$ cat config.mk
export PLATFORM = sky130hd
export DESIGN_NAME = id_ex_stage
export DESIGN_NICKNAME = d
export VERILOG_FILES = /design/src/rtl/id_ex_stage.sv
export SDC_FILE = /design/constraint.sdc
export NUM_CORES = 1
export LEC_CHECK = 0
export CELL_PAD_IN_SITES_DETAIL_PLACEMENT = 2
export CELL_PAD_IN_SITES_GLOBAL_PLACEMENT = 2
export CORE_MARGIN = 4
export CORE_UTILIZATION = 23
export DETAILED_ROUTE_END_ITERATION = 6
export PLACE_DENSITY = 0.89
export REMOVE_ABC_BUFFERS = 1
export SYNTH_ARGS = -nofsm -noshare
export SYNTH_HDL_FRONTEND = slang
export SYNTH_SLANG_ARGS = --single-unit
$ cat constraint.sdc
create_clock -name clk -period 4.6 [get_ports clk]
set_clock_uncertainty 0.15 [all_clocks]
set_input_delay 0.46 -clock clk [delete_from_list [all_inputs] [get_ports clk]]
set_output_delay 0.46 -clock clk [all_outputs]
set_load 0.02 [all_outputs]
$ cat src/rtl/id_ex_stage.sv
`default_nettype none
// ============================================================================
// Module      : id_ex_stage
// Description : ID/EX pipeline register for the five-stage RV32I pipeline,
//               with integrated load-use hazard detection. Captures the
//               decoder control bundle and ID operands every cycle, stalls
//               PC and IF/ID on a load-use dependency and inserts bubbles
//               into EX, both for load-use hazards and on branch/jump flush.
//
// Parameters  : LOAD_BUBBLES  bubbles inserted per load-use hazard (1..7)
// Optional    : ID_EX_PERF_CNT_EN  adds saturating bubble/flush counters
//
// Ports       : clk          rising-edge clock
//               reset        asynchronous reset, active low
//               flush_i      EX-stage redirect, squashes the ID instruction
//               Ctrl_i       16-bit decoder control bundle
//               PC_i, Rs1_data_i, Rs2_data_i, Imm_i     32-bit ID operands
//               Rs1_addr_i, Rs2_addr_i, Rd_addr_i       register indices
//               Funct3_i     funct3 field
//               *_o          registered copies of the above
//               stall_o      combinational hold for PC and IF/ID
//               bubble_cnt_o, flush_cnt_o   (only with ID_EX_PERF_CNT_EN)
//
// Revision    : 1.0  initial release
// ============================================================================
module id_ex_stage #(
    parameter int LOAD_BUBBLES = 1
) (
    input  logic        clk,
    input  logic        reset,
    input  logic        flush_i,
    input  logic [15:0] Ctrl_i,
    input  logic [31:0] PC_i,
    input  logic [31:0] Rs1_data_i,
    input  logic [31:0] Rs2_data_i,
    input  logic [31:0] Imm_i,
    input  logic [4:0]  Rs1_addr_i,
    input  logic [4:0]  Rs2_addr_i,
    input  logic [4:0]  Rd_addr_i,
    input  logic [2:0]  Funct3_i,
    output logic [15:0] Ctrl_o,
    output logic [31:0] PC_o,
    output logic [31:0] Rs1_data_o,
    output logic [31:0] Rs2_data_o,
    output logic [31:0] Imm_o,
    output logic [4:0]  Rs1_addr_o,
    output logic [4:0]  Rs2_addr_o,
    output logic [4:0]  Rd_addr_o,
    output logic [2:0]  Funct3_o,
    output logic        stall_o
`ifdef ID_EX_PERF_CNT_EN
    ,
    output logic [15:0] bubble_cnt_o,
    output logic [15:0] flush_cnt_o
`endif
);

    localparam logic [0:0] S_RUN   = 1'b0;
    localparam logic [0:0] S_STALL = 1'b1;

    // Remaining bubbles after the one inserted on the hazard edge itself.
    localparam logic [2:0] C_STALL_CNT  = 3'(LOAD_BUBBLES - 1);
    localparam logic       C_MULTI_BUBL = (LOAD_BUBBLES > 1);

    logic [0:0]  state_q, state_d;
    logic [2:0]  cnt_q, cnt_d;

    logic [15:0] ctrl_q, ctrl_d;
    logic [31:0] pc_q, rs1_data_q, rs2_data_q, imm_q;
    logic [4:0]  rs1_addr_q, rs2_addr_q, rd_addr_q, rd_addr_d;
    logic [2:0]  funct3_q;

    logic        valid, use_rs1, use_rs2, hazard, bubble, stall;

    // ------------------------------------------------------------------
    // Source-use decode and load-use detection
    // ------------------------------------------------------------------
    always_comb begin
        valid   = (Ctrl_i != 16'h0000);
        // JAL field 2'b10 marks JALR, which reads rs1 even with a PC source.
        use_rs1 = valid & ((Ctrl_i[13:12] == 2'b00) | (Ctrl_i[15:14] == 2'b10));
        // Stores read rs2 as data even when ALU operand b is the immediate.
        use_rs2 = valid & ((Ctrl_i[11:10] == 2'b00) | Ctrl_i[6]);
        hazard  = ctrl_q[7] & (rd_addr_q != 5'd0) &
                  ((use_rs1 & (Rs1_addr_i == rd_addr_q)) |
                   (use_rs2 & (Rs2_addr_i == rd_addr_q)));
    end

    // ------------------------------------------------------------------
    // FSM: state register
    // ------------------------------------------------------------------
    always_ff @(posedge clk or negedge reset) begin
        if (!reset) begin
            state_q <= S_RUN;
            cnt_q   <= 3'd0;
        end else begin
            state_q <= state_d;
            cnt_q   <= cnt_d;
        end
    end

    // ------------------------------------------------------------------
    // FSM: next state
    // ------------------------------------------------------------------
    always_comb begin
        state_d = state_q;
        cnt_d   = cnt_q;
        if (flush_i) begin
            state_d = S_RUN;
            cnt_d   = 3'd0;
        end else if (state_q == S_STALL) begin
            if (cnt_q == 3'd1) begin
                state_d = S_RUN;
                cnt_d   = 3'd0;
            end else begin
                cnt_d = cnt_q - 3'd1;
            end
        end else if (hazard && C_MULTI_BUBL) begin
            state_d = S_STALL;
            cnt_d   = C_STALL_CNT;
        end
    end

    // ------------------------------------------------------------------
    // FSM: outputs
    // ------------------------------------------------------------------
    always_comb begin
        bubble = 1'b0;
        stall  = 1'b0;
        if (flush_i) begin
            bubble = 1'b1;
        end else if (state_q == S_STALL) begin
            bubble = 1'b1;
            stall  = 1'b1;
        end else if (hazard) begin
            bubble = 1'b1;
            stall  = 1'b1;
        end
    end

    assign stall_o = stall;

    // ------------------------------------------------------------------
    // Pipeline register: a bubble clears only control and destination,
    // operand fields keep flowing so they need no extra muxing.
    // ------------------------------------------------------------------
    always_comb begin
        ctrl_d    = bubble ? 16'h0000 : Ctrl_i;
        rd_addr_d = bubble ? 5'd0     : Rd_addr_i;
    end

    always_ff @(posedge clk or negedge reset) begin
        if (!reset) begin
            ctrl_q     <= 16'h0000;
            pc_q       <= 32'h0;
            rs1_data_q <= 32'h0;
            rs2_data_q <= 32'h0;
            imm_q      <= 32'h0;
            rs1_addr_q <= 5'd0;
            rs2_addr_q <= 5'd0;
            rd_addr_q  <= 5'd0;
            funct3_q   <= 3'd0;
        end else begin
            ctrl_q     <= ctrl_d;
            pc_q       <= PC_i;
            rs1_data_q <= Rs1_data_i;
            rs2_data_q <= Rs2_data_i;
            imm_q      <= Imm_i;
            rs1_addr_q <= Rs1_addr_i;
            rs2_addr_q <= Rs2_addr_i;
            rd_addr_q  <= rd_addr_d;
            funct3_q   <= Funct3_i;
        end
    end

    assign Ctrl_o     = ctrl_q;
    assign PC_o       = pc_q;
    assign Rs1_data_o = rs1_data_q;
    assign Rs2_data_o = rs2_data_q;
    assign Imm_o      = imm_q;
    assign Rs1_addr_o = rs1_addr_q;
    assign Rs2_addr_o = rs2_addr_q;
    assign Rd_addr_o  = rd_addr_q;
    assign Funct3_o   = funct3_q;

`ifdef ID_EX_PERF_CNT_EN
    // ------------------------------------------------------------------
    // Saturating performance counters. A flush bubble is counted only as
    // a flush, never as a load-use bubble.
    // ------------------------------------------------------------------
    logic [15:0] bubble_cnt_q, bubble_cnt_d;
    logic [15:0] flush_cnt_q, flush_cnt_d;

    always_comb begin
        bubble_cnt_d = bubble_cnt_q;
        flush_cnt_d  = flush_cnt_q;
        if (bubble && !flush_i && (bubble_cnt_q != 16'hFFFF)) begin
            bubble_cnt_d = bubble_cnt_q + 16'd1;
        end
        if (flush_i && (flush_cnt_q != 16'hFFFF)) begin
            flush_cnt_d = flush_cnt_q + 16'd1;
        end
    end

    always_ff @(posedge clk or negedge reset) begin
        if (!reset) begin
            bubble_cnt_q <= 16'h0000;
            flush_cnt_q  <= 16'h0000;
        end else begin
            bubble_cnt_q <= bubble_cnt_d;
            flush_cnt_q  <= flush_cnt_d;
        end
    end

    assign bubble_cnt_o = bubble_cnt_q;
    assign flush_cnt_o  = flush_cnt_q;
`endif

endmodule
`default_nettype wire

==> metrics.md <==
| Metric | Value |
|---|---|
| Compound-Gate Fraction of Synth Area | `just over 5%` |
| Top achievable clock speed | `0.3106 GHz` |
| Final max-slew violation count | `0` |
| Clk sinks | `166` |
| Cells after Synth | `256` |
| Via count | `3486` |
| Max Cap Violations | `0` |
| Largest family of logic cells by synthesized area | `compound AO/OA/AOI/OAI gates` |
| Core ar. | `0.02030 mm²` |
| Resized Gates After CTS | `0` |
| Tcrit/Tclk final | `69.99%` |
| Global Route Usage Sum | `approximately 16%` |
| Fin nets | `767` |
| CP Capture Type | `output port` |
| CTS tree | `built` |
| DR DRC count | `0` |
| PortBufs | `327` |
| Area share of xor/xnor cells in the synthesized design | `1.845%` |
| Ys Warns | `0` |
| Worst slew pin tran | `915.1 ps` |
| DIE AREA | `about 0.023 mm²` |
| Starting DRT DRC Count | `102` |
| Fraction of layout cells with a size suffix above 1 | `9.951%` |
| Hold Path Class | `input pin to asynchronous set/reset pin` |
| Pwr dens | `385.7 mW/mm²` |
| CP arrival | `2610 ps` |
| Final Hold Viols | `24` |
| Starting density of the core | `23.39%` |
| Number of distinct library cells after synthesis | `23` |
| Synth top area share | `87.48%` |
| Initial antenna violation count | `0` |
| Max VDD drop | `202.2 µV` |
| Cell Area, Synth | `about 0.0047 mm²` |
| Rows | `52` |
| Clock transition at path regs | `70 ps` |
| Post-layout minimum cycle time | `3219 ps` |
| Largest net degree at the start of global routing | `98` |
| Seq/Total Area, Yosys | `87.48%` |
| Worst Hold Slack | `-32.55 ps` |
| Final setup vio count | `0` |
| Post-synth EDFFs | `0` |
| H-tree depth | `4` |
| Synth Register Bits | `approximately 170` |
| DRT Pass-1 Iters | `4` |
| P_leak | `around 3.7 nW` |
| Vias in the first global route | `~4k` |
| Num CTS Buffers | `17` |
| Leading area contributor after synthesis | `dfrtp_1` |
| Violated checks | `hold timing` |
| DP HPWL | `approximately 16 mm` |
| Pwr Total | `3.449 mW` |
| # IOs | `328` |
| Worst endpoint required time | `3990 ps` |
| Adder-cell share of the synthesized area | `0.5270%` |
| Nature of the critical path startpoint | `flop` |
| Vias per cell | `3.943` |
| Clk_lat worst skew | `between 400 and 500 ps` |
| Root Buffer | `clkbuf_16` |
| Commonest non-fill, non-tap cell in the layout | `clkdlybuf4s50_1` |
| Routed wire per std cell | `21.63 µm` |
| First-pass GRT wire length | `26.94 mm` |
| Commonest non-fill, non-tap cells in the layout | `326 x clkdlybuf4s50_1, 166 x dfrtp_1, 22 x nand2_1` |
| Routability Congestion | `0.8313` |
| Area growth, synth to finish | `88.30%` |
| Clock Tree Buf Depth | `2` |
| Die X | `around 150 µm` |
| Fin worst setup slack | `1381 ps` |
| WS Path Type | `flop to output port` |
| Antenna-violating nets left | `0` |
| Mapped Avg Cell Area | `18.55 µm²` |
| Run status | `complete, but fails checks` |
| Most used DFF post-synth | `dfrtp_1` |
| Total congestion overflow | `0` |
| Slew Limit Headroom | `38.99%` |
| Worst-path fanout max | `22` |
| Simple-gate area share of the yosys netlist | `about 3.6%` |
| RSZ-0062 raised after global routing | `false` |
| Synth top area cells | `dfrtp_1 87%, a21oi_2 3.7%, xnor2_1 1.8%, nand2_1 1.7%, ha_1 0.53%` |
| Asr flop ratio synth | `100.0%` |
| Die height | `151.7 µm` |
| Number of post-CTS setup repair buffers | `0` |
| Multiplexer area fraction after synthesis | `0.2372%` |
| Total Wirelength | `approximately 19 mm` |
| Post-CTS Hold Buffers | `0` |
| Pre-CTS WS | `1408 ps` |
| Final setup TNS | `0 ps` |
critical path, cell delays in order (launching register included):
cell and delay [ps]:
dfrtp_1 450, or3_1 420, o311a_4 480, a31o_2 310, clkdlybuf4s50_1 540
final timing paths:
kind                       slack [ps]           end  depth (start not counted)         start
setup / recovery                 1380       stall_o                          4  Rd_addr_o[0]
hold / removal                    -30     Ctrl_o[2]                          1         reset
setup reg to reg                 2770  Rd_addr_o[4]                          5  Rd_addr_o[0]
hold reg to reg                   400      cnt_q[1]                          1       state_q
max in group asynchronous        3060     Imm_o[12]                          2         reset
min in group clk                  330      PC_o[17]                          1      PC_i[17]
routing by layer:
layer / up-vias / wire length (µm) / track usage, %
li1: 1520 / - / -
met1: 1761 / 6448 / 16.62
met2: 189 / 10440 / 30.20
met3: 16 / 2034 / 6.871
met4: 0 / 197 / 4.268
met5: - / 0 / 0
stage by stage:
stage | instances | util (%) | cell area (µm²)
4_1_cts | 883 | 44.03 | 8939
6_report | 884 | 44.05 | 8941
5_1_grt | 883 | 44.03 | 8939
3_5_place_dp | 851 | 41.17 | 8357
2_1_floorplan | 250 | - | 4708
3_3_place_gp | 851 | 41.17 | 8357
cell usage after synthesis (2+ instances only):
library cell and n:
dfrtp_1 166, a21oi_1 2, ha_1 2, inv_1 4, xnor2_1 10, nor4_1 4, buf_2 2, clkbuf_1 2
nand4_1 3, nor2_1 5, nand2_1 22, o21ai_0 2, a21oi_2 20, buf_6 2, nor2b_1 2
kinds of logic after synthesis:
logic type | Yosys count
flip-flops | 166
AND/OR/NAND/NOR | 38
adder cells (fa/ha/maj) | 2
AO/OA/AOI/OAI | 29
XOR/XNOR | 10
buffers and inverters | 10
multiplexers | 1
state kept, by name, indices dropped and copies added, names as in the netlist, 5 cells and up:
| signal | cells |
|---|---|
| Ctrl_o | 16 |
| Imm_o | 32 |
| PC_o | 32 |
| Rd_addr_o | 5 |
| Rs1_addr_o | 5 |
| Rs1_data_o | 32 |
| Rs2_addr_o | 5 |
| Rs2_data_o | 32 |
power breakdown:
part	internal (mW)	leakage (nW)	switching [mW]
combinational	0.260	1.46	0.220
sequential	1.53	1.97	0.0283
clock	0.775	0.278	0.634
area by class of cell:
class	count	area [µm²]
inverter	4	15.01
tap	270	337.8
antenna	1	2.502
timing repair buffer	331	3304
clock buffer	18	439.2
multi-input combinational	80	545.5
clock inverter	14	142.6
fill	1994	11360
sequential	166	4154
(Power assumes the default switching activity.)
